## src/rtl/uart_rx_unit.sv

```systemverilog
`timescale 1ns/1ps
`default_nettype none
// ============================================================================
//  Module   : uart_rx_unit
//  Purpose  : 8N1 UART receiver presenting bytes through a sticky
//             ready/data/eot flag handshake, with overrun and framing errors.
//  Revision : 1.0  initial release
// ============================================================================
module uart_rx_unit #(
    parameter int         CLKS_PER_BIT = 868,
    parameter logic [7:0] EOT_CODE     = 8'h04
) (
    input  logic       clk,
    input  logic       rst,
    input  logic       rx,
    input  logic       clear_flag,
    output logic       ready_out,
    output logic [7:0] data_out,
    output logic       eot_out,
    output logic       overrun_err,
    output logic       frame_err
);

    localparam int                c_TW        = $clog2(CLKS_PER_BIT);
    localparam logic [c_TW-1:0]   c_TICK_MID  = c_TW'(CLKS_PER_BIT / 2 - 1);
    localparam logic [c_TW-1:0]   c_TICK_LAST = c_TW'(CLKS_PER_BIT - 1);
    localparam logic [c_TW-1:0]   c_TICK_ONE  = c_TW'(1);

    typedef enum logic [2:0] {
        S_IDLE      = 3'd0,
        S_START     = 3'd1,
        S_DATA      = 3'd2,
        S_STOP      = 3'd3,
        S_WAIT_IDLE = 3'd4
    } state_t;

    state_t           r_state;
    state_t           w_state_nxt;
    logic [1:0]       r_sync;
    logic             w_rx_s;
    logic [c_TW-1:0]  r_tick;
    logic [c_TW-1:0]  w_tick_nxt;
    logic [2:0]       r_bit_cnt;
    logic [2:0]       w_bit_nxt;
    logic [7:0]       r_shift;
    logic [7:0]       w_shift_nxt;
    logic             w_done;
    logic             w_ferr;
    logic             r_done;
    logic             w_clr;

    assign w_rx_s = r_sync[1];
    assign w_clr  = clear_flag & ready_out;

    // Synchroniser resets high so an idle line is not mistaken for a start bit
    always_ff @(posedge clk or negedge rst) begin
        if (!rst) begin
            r_sync <= 2'b11;
        end else begin
            r_sync <= {r_sync[0], rx};
        end
    end

    always_ff @(posedge clk or negedge rst) begin
        if (!rst) begin
            r_state   <= S_IDLE;
            r_tick    <= '0;
            r_bit_cnt <= 3'd0;
            r_shift   <= 8'h00;
            r_done    <= 1'b0;
            frame_err <= 1'b0;
        end else begin
            r_state   <= w_state_nxt;
            r_tick    <= w_tick_nxt;
            r_bit_cnt <= w_bit_nxt;
            r_shift   <= w_shift_nxt;
            r_done    <= w_done;
            frame_err <= w_ferr;
        end
    end

    // Timer restarts at mid start bit, so every later LAST tick is a mid-bit sample
    always_comb begin
        w_state_nxt = r_state;
        w_tick_nxt  = r_tick + c_TICK_ONE;
        w_bit_nxt   = r_bit_cnt;
        w_shift_nxt = r_shift;
        w_done      = 1'b0;
        w_ferr      = 1'b0;
        case (r_state)
            S_IDLE: begin
                w_tick_nxt = '0;
                if (!w_rx_s) begin
                    w_state_nxt = S_START;
                end
            end
            S_START: begin
                if (r_tick == c_TICK_MID) begin
                    w_tick_nxt = '0;
                    w_bit_nxt  = 3'd0;
                    if (!w_rx_s) begin
                        w_state_nxt = S_DATA;
                    end else begin
                        w_state_nxt = S_IDLE;
                    end
                end
            end
            S_DATA: begin
                if (r_tick == c_TICK_LAST) begin
                    w_tick_nxt  = '0;
                    w_shift_nxt = {w_rx_s, r_shift[7:1]};
                    w_bit_nxt   = r_bit_cnt + 3'd1;
                    if (r_bit_cnt == 3'd7) begin
                        w_state_nxt = S_STOP;
                    end
                end
            end
            S_STOP: begin
                if (r_tick == c_TICK_LAST) begin
                    w_tick_nxt = '0;
                    if (w_rx_s) begin
                        w_done      = 1'b1;
                        w_state_nxt = S_IDLE;
                    end else begin
                        w_ferr      = 1'b1;
                        w_state_nxt = S_WAIT_IDLE;
                    end
                end
            end
            S_WAIT_IDLE: begin
                w_tick_nxt = '0;
                if (w_rx_s) begin
                    w_state_nxt = S_IDLE;
                end
            end
            default: begin
                w_tick_nxt  = '0;
                w_state_nxt = S_IDLE;
            end
        endcase
    end

    // A completion coinciding with a clear means the old byte was consumed: no overrun
    always_ff @(posedge clk or negedge rst) begin
        if (!rst) begin
            ready_out   <= 1'b0;
            data_out    <= 8'h00;
            eot_out     <= 1'b0;
            overrun_err <= 1'b0;
        end else if (r_done) begin
            data_out  <= r_shift;
            ready_out <= 1'b1;
            eot_out   <= (r_shift == EOT_CODE);
            if (w_clr) begin
                overrun_err <= 1'b0;
            end else if (ready_out) begin
                overrun_err <= 1'b1;
            end
        end else if (w_clr) begin
            ready_out   <= 1'b0;
            eot_out     <= 1'b0;
            overrun_err <= 1'b0;
        end
    end

endmodule
`default_nettype wire

```

## config.mk

```make
export PLATFORM = sky130hd
export DESIGN_NAME = uart_rx_unit
export DESIGN_NICKNAME = d
export VERILOG_FILES = /design/src/rtl/uart_rx_unit.sv
export SDC_FILE = /design/constraint.sdc
export NUM_CORES = 1
export LEC_CHECK = 0
export CAP_MARGIN = 20
export CELL_PAD_IN_SITES_DETAIL_PLACEMENT = 0
export CELL_PAD_IN_SITES_GLOBAL_PLACEMENT = 1
export CORE_MARGIN = 5
export CORE_UTILIZATION = 43
export CTS_BUF_LIST = sky130_fd_sc_hd__clkbuf_8
export DETAILED_ROUTE_END_ITERATION = 12
export PLACE_DENSITY = 0.83
export SLEW_MARGIN = 40
export SYNTH_ARGS = -nofsm -noshare
export SYNTH_HDL_FRONTEND = slang
export SYNTH_SLANG_ARGS = --single-unit
```

## constraint.sdc

```tcl
create_clock -name clk -period 4.5 [get_ports clk]
set_input_delay 0.9 -clock clk [delete_from_list [all_inputs] [get_ports clk]]
set_output_delay 0.9 -clock clk [all_outputs]
set_load 0.01 [all_outputs]
```

After elaboration in Yosys (flattened, before gate mapping)
Cells that the tools add are included.
{ "word_totals": {"input_bits": 4, "wordCells": 64, "regBits": 39} }
{ "op_classes": {"n_mux": 27, "n_reduce_logical": 9, "n_eq_ne": 14, "bitwise_logic": 1, "addsub": 2} }
{ "ops": {"columns": ["op", "count"], "rows": [
  ["$mux 3", 9],
  ["$mux 10", 2],
  ["$pmux 10 s2", 1],
  ["$pmux 3 s5", 1],
  ["$mux 1", 12],
  ["$ne 2x2->1 const B", 6],
  ["$add 10x1->10 const B", 1],
  ["$eq 10x10->1 const B", 1],
  ["$eq 10x9->1 const B", 1],
  ["$eq 8x3->1 const B", 1],
  ["$eq 3x2->1 const B", 2],
  ["$eq 3x3->1 const B", 2],
  ["$pmux 3 s2", 1],
  ["$reduce_and 6->1", 1],
  ["$reduce_bool 2->1", 3],
  ["$reduce_and 2->1", 2],
  ["$add 3x1->3 const B", 1],
  ["$eq 3x1->1 const B", 1],
  ["$logic_not 3->1", 1],
  ["$reduce_and 3->1", 1],
  ["$mux 2", 1],
  ["$reduce_or 2->1", 1],
  ["$and 1x1->1", 1]
]} }

Depth between registers and ports, before layout
Gate-level depths: netlist of the first run.
{ "depth": {"ltp_word": 4, "mapped_depth": 6} }

Least setup slack after synthesis of the first run
Ideal clock, no wire load.
{ "synth_path": {"path_type": "flip-flop to flip-flop", "start": "register r_tick[0]", "end": "register r_shift[1]", "path_slack_ns": 2.678, "n_path_buf": 1, "setup_time_ns": 0.125, "path_stages_with_launch": 7, "arrival_ns": 1.697, "t_required_ns": 4.375, "period_less_slack_ns": 1.822, "cell_sequence": "dfrtp_1 -> ha_1 -> and4bb_4 -> and3_4 -> and4bb_4 -> buf_12 -> mux2_4"} }
{ "synth_via": {"elab_chain_len": 2} }
{ "synth_lines": {"columns": ["item", "line", "rtl"], "rows": [
  ["start, declared", "41", "logic [c_TW-1:0] r_tick;"],
  ["start signal, assigned", "74", "r_tick <= w_tick_nxt;"],
  ["$eq 10x10->1", "109", "if (r_tick == c_TICK_LAST) begin"],
  ["$reduce_and 2->1 (no source line)", null, null],
  ["end signal, assigned", "76", "r_shift <= w_shift_nxt;"],
  ["end, declared", "45", "logic [7:0] r_shift;"]
]} }
No other way between the ends.
A chain may end at the register's enable or synchronous reset.

Worst setup path in the final report of the first run
{ "layout_path": {"start": "register ready_out", "end": "output ready_out"} }
{ "layout_rtl": {"columns": ["item", "line", "rtl"], "rows": [
  ["start, declared", "17", "output logic ready_out,"],
  ["start signal, assigned", "146", "ready_out <= 1'b0;"],
  ["start signal, assigned", "152", "ready_out <= 1'b1;"],
  ["start signal, assigned", "160", "ready_out <= 1'b0;"]
]} }
No word-level cell between the ends.

==> results.ini, run 1 <==
[route]
antenna_left = 0
drc = 0
met2_wirelength_mm = 1.418
finalWirelength_mm = 2.976
vias = 1088
wl_per_cell_um = 14.24
drt-initial-drc-count = 86
wl_met3_um = 90
viasPerCell = 5.206
met1_length_mm = 1.413
detail_route.first_pass.iterations = 4
top_layer = met4

[yosys]
synth_cell_types = 35
post-synth-top-count-cell = dfrtp_1
synth.largest_area_cell = dfrtp_1
syn_avg_cell_area_sq_um = 12.56
yosys_warnings = 0
ys_top_cells_by_count = 37 x dfrtp_1, 14 x nor2_1, 10 x mux2_2
synth_cells = 141
ys_ff_latch = 39
yosys.area.top_type_share_pct = 52.30
netlist_top_cells_area = dfrtp_1 52%, mux2_2 6.4%, mux2_4 5.9%, dfstp_2 3.0%, nor2_1 3.0%
synth-edff-count = 0
ys_seq_area_share_pct = 55.27
netlist_area_sq_um = 1770
syn_nets = 149
synth-main-ff-cell = dfrtp_1
synthArstFlopShare_pct = 100.0

[final_layout]
area_growth_pct = 14.91
n_antenna_cell = 0
final_util_pct = 50.86
num-nets-final = 166
drive_gt1_share_pct = 21.38

[timing]
slew_headroom_pct = 67.81
worstMarginPinSlew_ns = 0.4829
tns_ns = 0
timing.final.crit_period_ns = 2.149
setup_slack_ns = 2.351
drv_slew = 0
max_freq_mhz = 465.3
rsz0062_at_grt = false
setup_viol = 0
finalHoldViolations = 0
fin_skew_ns = 0.008791
post-route-period-util_pct = 47.76

[clock_network]
post_cts_resized = 0
post_cts_buffers = 0
cts_tree = done
insertion_delay_ns = 0.29
clock-root-buffer = clkbuf_8
htree_levels = 2
ctsHoldBuffers = 0
cts_buffers = 5
clk_pin_slew_ns = 0.07
numClockSinks = 39
clock_path_buffers = 2

[setup_path]
slowest_delay_ns = 0.56
arrival_ns = 1.25
critPathBufInv = 1
path_cells = clkdlybuf4s50_1
worstRegToRegCells = 5
startpoint_type = flop
cp-end-kind = primary output
crit_type = flop to primary output
cp_top_family = buffers and inverters
crit_fanout = 5
worst-path-stages = 1
crit_slowest_cell = clkdlybuf4s50_1
cp_data_required_time_ns = 3.60

[die]
die_w_um = 74.17
io_pins = 16
core-area_sq_um = 4000
dieArea_sq_um = 5500
rows = 23
die_h_um = 74.17
initial_core_util_pct = 44.26

[power]
swShare_pct = 22.08
powerDensity_nw_per_um2 = 291.5
p_int_w = 0.0004620
power_frac_seq_pct = 59.5
switching_power_w = 0.0001309
total_power_w = 0.0005930
combPwrFrac_pct = 1.6
clockPowerShare_pct = 38.9
irDropWorstVdd_mv = 0.1984
p_leak_nw = 0.9135

[place]
dpl.hpwl_mm = 2.127
gp_congestion = 0.8281
place_ws_ns = 2.548
io_buffers = 15

[global_routing]
grt_start_max_net_pins = 40
first_global_vias = 1120
antenna_found_initial = 0
grt_overflow = 0
track_usage_pct = 12.92
grt_pass1_wl_mm = 5.319

[min_path]
min_path_cells = 0
hold_path_class = flop to flop

[flow_run]
maxCapViolCount = 0

[outcome]
run_status = complete, no violations

layout make-up:
cell class | instances | area [sq um]
clock buffers | 5 | 68.82
clock inverters | 3 | 20.02
multi-input cells | 94 | 745.7
flip-flops and latches | 39 | 978.4
inverters | 3 | 11.26
fillers | 356 | 1966
repair buffers | 15 | 147.6
well taps | 50 | 62.56
registers in the layout (all words and copies together), names as in the netlist:
signal	cells
r_bit_cnt	3
eot_out	1
ready_out	1
overrun_err	1
r_state	3
frame_err	1
data_out	8
r_shift	8
r_done	1
r_tick	10
r_sync	2
worst register-to-register path, stage by stage, from the launching register on:
cell	delay, ns
dfrtp_1	0.42
ha_1	0.23
and4bb_4	0.27
and3_4	0.20
and4bb_4	0.37
mux2_2	0.36
per-stage QoR:
step	std cells	cell area [sq um]	hold WS [ns]
6_report	209	2034	0.3577
3_3_place_gp	201	1943	0.3470
2_1_floorplan	141	1770	0.3452
3_5_place_dp	201	1943	0.3481
4_1_cts	209	2032	0.3586
5_1_grt	209	2034	0.3639
routing by layer:
| layer | up-vias | GRT usage [%] |
|---|---|---|
| li1 | 536 | - |
| met2 | 15 | 19.49 |
| met5 | - | 0 |
| met1 | 532 | 16.93 |
| met3 | 5 | 3.378 |
| met4 | 0 | 7.243 |
placed cells by master, fill, tap and decap left out, types with 3 or more instances in the layout:
cell type	n
xor2_1	5
clkdlybuf4s50_1	14
a21oi_1	4
ha_1	4
mux2_4	7
nand2_1	6
nand4b_1	3
nand4_1	4
dfrtp_1	37
nand3_1	8
a311oi_1	3
inv_1	3
nor3_1	3
clkbuf_8	5
nor2_1	14
xnor2_1	3
mux2_2	10
worst paths after layout:
check	from	endpoint	slack [ns]
min in group asynchronous	rst	r_shift[7]	0.57
worst max register to register	r_tick[0]	r_shift[0]	2.53
max in group asynchronous	rst	r_sync[1]	3.58
worst max-delay path	ready_out	ready_out	2.35
worst min-delay path	r_sync[0]	r_sync[1]	0.36
worst min register to register	r_sync[0]	r_sync[1]	0.36
power by group through the flow:
stage                     Combinational, W  Sequential, W  Clock [W]
after floorplan                0.000000739       0.000359          0
after detailed placement         0.0000100       0.000360          0
after CTS                        0.0000100       0.000353   0.000241
final                           0.00000975       0.000353   0.000230
after global placement          0.00000969       0.000360          0
after global routing             0.0000114       0.000353   0.000256
kinds of logic after synthesis:
| logic type | count (synthesis) | share of synthesized area (%) |
|---|---|---|
| DFF | 39 | 55.27 |
| adders and majority gates | 4 | 2.827 |
| AOI/OAI and AO/OA | 13 | 5.230 |
| muxes | 17 | 12.30 |
| xor gates and xnor gates | 8 | 3.958 |
| and+or+nand+nor | 52 | 17.81 |
| buffers and inverters | 8 | 2.615 |
Note: power is estimated with default switching activity, not from simulation.
==> inputs of run 2 (changes only) <==
clock period = 2.2 ns   (was 4.5 ns; I/O delays follow)
==> results.ini, run 2 (synthesized netlist as in run 1, its figures left out) <==
[clock_network]
clock_path_buffers = 2  ; unchanged
htree_levels = 2  ; unchanged
post_cts_buffers = 0  ; unchanged
clk_pin_slew_ns = 0.08  ; about the same
clock-root-buffer = clkbuf_8
numClockSinks = 39  ; unchanged
cts_tree = done
cts_buffers = 5  ; unchanged
ctsHoldBuffers = 0  ; unchanged
post_cts_resized = 0  ; unchanged
insertion_delay_ns = 0.29  ; about the same

[final_layout]
n_antenna_cell = 0  ; unchanged
area_growth_pct = 16.25
largestRegisters = r_tick (10), data_out (8), r_shift (8)
num-nets-final = 166  ; unchanged
largest_reg_flops = 10  ; unchanged
drive_gt1_share_pct = 21.38  ; unchanged
final_cell_mix = 37 x dfrtp_1, 14 x nor2_1, 14 x clkdlybuf4s50_1, 10 x mux2_2, 8 x nand3_1
final_cell_count_no_fill = 209  ; unchanged
layout.cells.most_common = dfrtp_1
largest-register = r_tick

[global_routing]
grt_overflow = 0  ; unchanged
grt_pass1_wl_mm = 5.250  ; -1.3%
track_usage_pct = 12.49  ; -0.43 points
antenna_found_initial = 0  ; unchanged
first_global_vias = 1093  ; -2.4%
grt_start_max_net_pins = 40  ; unchanged

[setup_path]
worstRegToRegCells = 5  ; unchanged
startpoint_type = flop
crit_type = flop to flop
arrival_ns = 2.15  ; +0.90 ns
critPathBufInv = 0  ; -1
cp_common_cell = and4bb_4
cp_data_required_time_ns = 2.38  ; -1.22 ns
crit_fanout = 11  ; +6
r2r-start = r_tick[0]
cp-end-kind = flop
crit_slowest_cell = dfrtp_1
slowest_delay_ns = 0.42  ; -0.14 ns
r2r_setup_slack_ns = 0.23  ; -2.30 ns
path_cells = ha_1 > and4bb_4 > and3_4 > and4bb_4 > mux2_2
r2r-end = r_shift[0]
cp-startpoint = r_tick[0]
cp_top_family = simple AND/OR/NAND/NOR gates

[die]
io_pins = 16  ; unchanged
core-area_sq_um = 4000  ; unchanged
initial_core_util_pct = 44.26  ; unchanged
die_h_um = 74.17  ; unchanged
die_w_um = 74.17  ; unchanged
dieArea_sq_um = 5500  ; unchanged
rows = 23  ; unchanged

[timing]
drv_slew = 0  ; unchanged
rsz0062_at_grt = false
worstMarginPinSlew_ns = 0.4762  ; -0.006687 ns
slew_headroom_pct = 68.25  ; +0.45 points
finalHoldViolations = 0  ; unchanged
post-route-period-util_pct = 89.39
tns_ns = 0  ; unchanged
fin_skew_ns = 0.01003  ; +0.001238 ns
setup_slack_ns = 0.2334  ; -2.117 ns
timing.final.crit_period_ns = 1.967
max_freq_mhz = 508.5
setup_viol = 0  ; unchanged

[place]
place_ws_ns = 0.2457  ; -2.303 ns
placed_cells = 201  ; unchanged
dpl.hpwl_mm = 2.082  ; -2.1%
gp_congestion = 0.8170  ; -1.3%
io_buffers = 15  ; unchanged

[min_path]
hold_path_class = input port to async pin

[route]
wl_per_cell_um = 14.39  ; +1.0%
viasPerCell = 5.191  ; -0.28%
antenna_left = 0  ; unchanged
finalWirelength_mm = 3.007  ; +1.0%
detail_route.first_pass.iterations = 4  ; unchanged
drt-initial-drc-count = 55  ; -36%
drc = 0  ; unchanged
vias = 1085  ; -0.28%

[flow_run]
maxCapViolCount = 0  ; unchanged

[outcome]
run_status = complete, no violations

[power]
p_leak_nw = 0.9315  ; +2.0%
total_power_w = 0.001333  ; +120%
powerDensity_nw_per_um2 = 647.6  ; +120%
irDropWorstVdd_mv = 0.4929  ; +150%

-- run 2: cell types whose count changed in the layout (fill, tap and decap cells not counted), sizes merged --
| cell | delta |
|---|---|
| clkinvlp | -2 |
| bufinv | +1 |
| clkinv | +1 |
-- run 2: how the worst max path moves through the flow --
stage                            end  slack, ns  depth (start not counted)
after floorplan           r_shift[1]       0.38                          6
after global placement    r_shift[0]       0.29                          5
after detailed placement  r_shift[0]       0.25                          5
after CTS                 r_shift[0]       0.24                          5
after global routing      r_shift[0]       0.16                          5
final                     r_shift[0]       0.23                          5
-- run 2: where the power goes --
part | internal, W | switching [W] | total (W)
Clock | 0.000338 | 0.000254 | 0.000592
Combinational | 0.00000504 | 0.0000147 | 0.0000197
Sequential | 0.000720 | 0.00000197 | 0.000722
-- run 2: metal layers --
| layer | vias up | wire (um) | track usage [%] |
|---|---|---|---|
| li1 | 534 | - | - |
| met3 | 5 | 72 | 3.378 |
| met4 | 0 | 58 | 6.036 |
| met1 | 533 | 1485 | 17.33 |
| met5 | - | 0 | 0 |
| met2 | 13 | 1390 | 18.11 |
-- run 2: final cells by class --
cell class / instances / area, sq um
fill: 339 / 1942
sequential: 39 / 978.4
multi-input combinational: 94 / 745.7
timing repair buffer: 15 / 147.6
clock buffer: 5 / 68.82
tap: 50 / 62.56
clock inverter: 3 / 43.79
inverter: 3 / 11.26
-- run 2: metrics by stage --
| step | hold WS [ns] | cell area [sq um] | util [%] |
|---|---|---|---|
| 2_1_floorplan | 0.1444 | 1770 | - |
| 3_3_place_gp | 0.3469 | 1943 | 48.58 |
| 3_5_place_dp | 0.3475 | 1943 | 48.58 |
| 4_1_cts | 0.2739 | 2056 | 51.39 |
| 5_1_grt | 0.1307 | 2058 | 51.45 |
| 6_report | 0.1021 | 2058 | 51.45 |
==> RTL change: new RTL, config.mk and constraints of run 2 <==
Change the parameter `CLKS_PER_BIT` from 868 to 1736.
--- a/src/rtl/uart_rx_unit.sv
+++ b/src/rtl/uart_rx_unit.sv
@@ -7,7 +7,7 @@
 //  Revision : 1.0  initial release
 // ============================================================================
 module uart_rx_unit #(
-    parameter int         CLKS_PER_BIT = 868,
+    parameter int         CLKS_PER_BIT = 1736,
     parameter logic [7:0] EOT_CODE     = 8'h04
 ) (
     input  logic       clk,
Formal check against the unedited RTL: no difference found for any inputs over 10 cycles, from zero or initial values and one cycle with rst low; that may be too few to reach the edited logic, so the function may still have changed.
==> RTL change against run 2 <==
- critical path depth did not move
- design area rose by 0.61%
- sequential power rose by 2%
- power rose by 8.6%
- first-iteration DRC count rose by 3.6%
- clock skew fell by 0.0044 ns
- area after synthesis fell by 1.7%
- wire length fell by 4.6%
- cell count rose by 2.4%
- highest routed layer unchanged
- critical path type unchanged
- sequential cell count rose by 1
- setup slack got worse by 0.055 ns
==> RTL change: results (changes against run 2) <==
[outcome]
status = complete, no violations  ; unchanged

[synth]
synth_xor_xnor_area_share = 0.04529  ; was 0.03958
yosys-top-cells-area = dfrtp_1 (55%), mux2_2 (10%), nor2_1 (3.9%)  ; was dfrtp_1 (52%), mux2_2 (6.4%), mux2_4 (5.9%)
synth-main-ff-cell = dfrtp_1  ; unchanged
synth_fa_ha_area_frac = 0.02157  ; was 0.02827
synth_common_cells = dfrtp_1 (38), nor2_1 (18), mux2_2 (16), nand2_1 (10), nand3_1 (6)  ; was dfrtp_1 (37), nor2_1 (14), mux2_2 (10), nand3_1 (8), mux2_4 (7)
ys_ff_latch = 40  ; was 39
syn_nets = 151  ; was 149
synth.area.mux_share = 0.1150  ; was 0.1230
syn_area_per_cell_um2 = 12.09  ; was 12.56 um^2
synth_compound_area_frac = 0.04026  ; was 0.05230
ys_seq_area_frac = 0.5766  ; was 0.5527

[detailed_routing]
wl_per_cell_um = 13.41  ; was 14.39 um
vias = 1105  ; was 1085
drtIter0Drc = 57  ; was 55
routed_wl_mm = 2.870  ; was 3.007 mm

[final_layout]
nNonClkBuffers = 17  ; was 15
multi_input_area_share = 0.3408  ; was 0.3623
top_regs = r_tick (11), data_out (8), r_shift (8)  ; was r_tick (10), data_out (8), r_shift (8)
sh_seq_area = 0.4846  ; was 0.4754
drive_gt1_frac = 0.2012  ; was 0.2138
inverters = 2  ; was 3
buf_share = 0.07855  ; was 0.07173
multi_input_gates = 98  ; was 94
syn2layout_area_growth_pct = 18.98  ; was 16.25%
nNetsFinal = 171  ; was 166
fillers = 350  ; was 339

[pwr]
p_seq_frac = 0.511  ; was 0.541
p_leak_nw = 0.9629  ; was 0.9315 nW
power.internal_w = 0.001189  ; was 0.001062 W
peakVddDrop_mv = 0.3474  ; was 0.4929 mV
swShare = 0.1782  ; was 0.2031

[sta]
clock_skew_ns = 0.005636  ; was 0.01003 ns
max-slew-margin-rel = 0.6696  ; was 0.6825

[setup_path]
regToRegEndpoint = r_shift[1]  ; was r_shift[0]
rrSetupSlack_ns = 0.18  ; was 0.23 ns
worstPathArrival_ns = 2.20  ; was 2.15 ns
r2r_cells = 5  ; unchanged
crit_slowest_cell = or3b_4  ; was dfrtp_1

[cts]
postCtsResizedCells = 0  ; unchanged

[place]
placed_area_um2 = 1939  ; was 1943 um^2
place_hpwl_mm = 2.009  ; was 2.082 mm
place_inst = 207  ; was 201
place_congestion = 0.8679  ; was 0.8170

[floorplan]
die_w_um = 73.62  ; was 74.17 um

[grt]
grt_max_degree = 41  ; was 40
grt_pass1_wl_mm = 4.878  ; was 5.250 mm

## RTL change: changes by cell type in the layout (fill, tap and decap cells not counted), moves of 3 or more
cell and change:
mux2_4 -7, mux2_2 +6, nand2_1 +4, nor2_1 +4
a311oi_1 -3
## RTL change: how the worst max path moves through the flow
stage               from  cells after the start         end  slack [ns]
6_report       r_tick[0]                      5  r_shift[1]        0.18
5_1_grt        r_tick[0]                      5  r_shift[6]        0.09
4_1_cts        r_tick[0]                      5  r_shift[1]        0.17
3_5_place_dp   r_tick[0]                      5  r_shift[1]        0.18
3_3_place_gp   r_tick[0]                      5  r_shift[4]        0.24
2_1_floorplan  r_tick[0]                      5  r_shift[1]        0.28
## RTL change: metal layers
layer / GRT usage / routed length [um] / vias to the layer above
met1: 0.1402 / 1328 / 534
met3: 0.04514 / 140 / 8
met4: 0.06036 / 73 / 0
met5: 0 / 0 / -
met2: 0.1949 / 1328 / 23
li1: - / - / 540
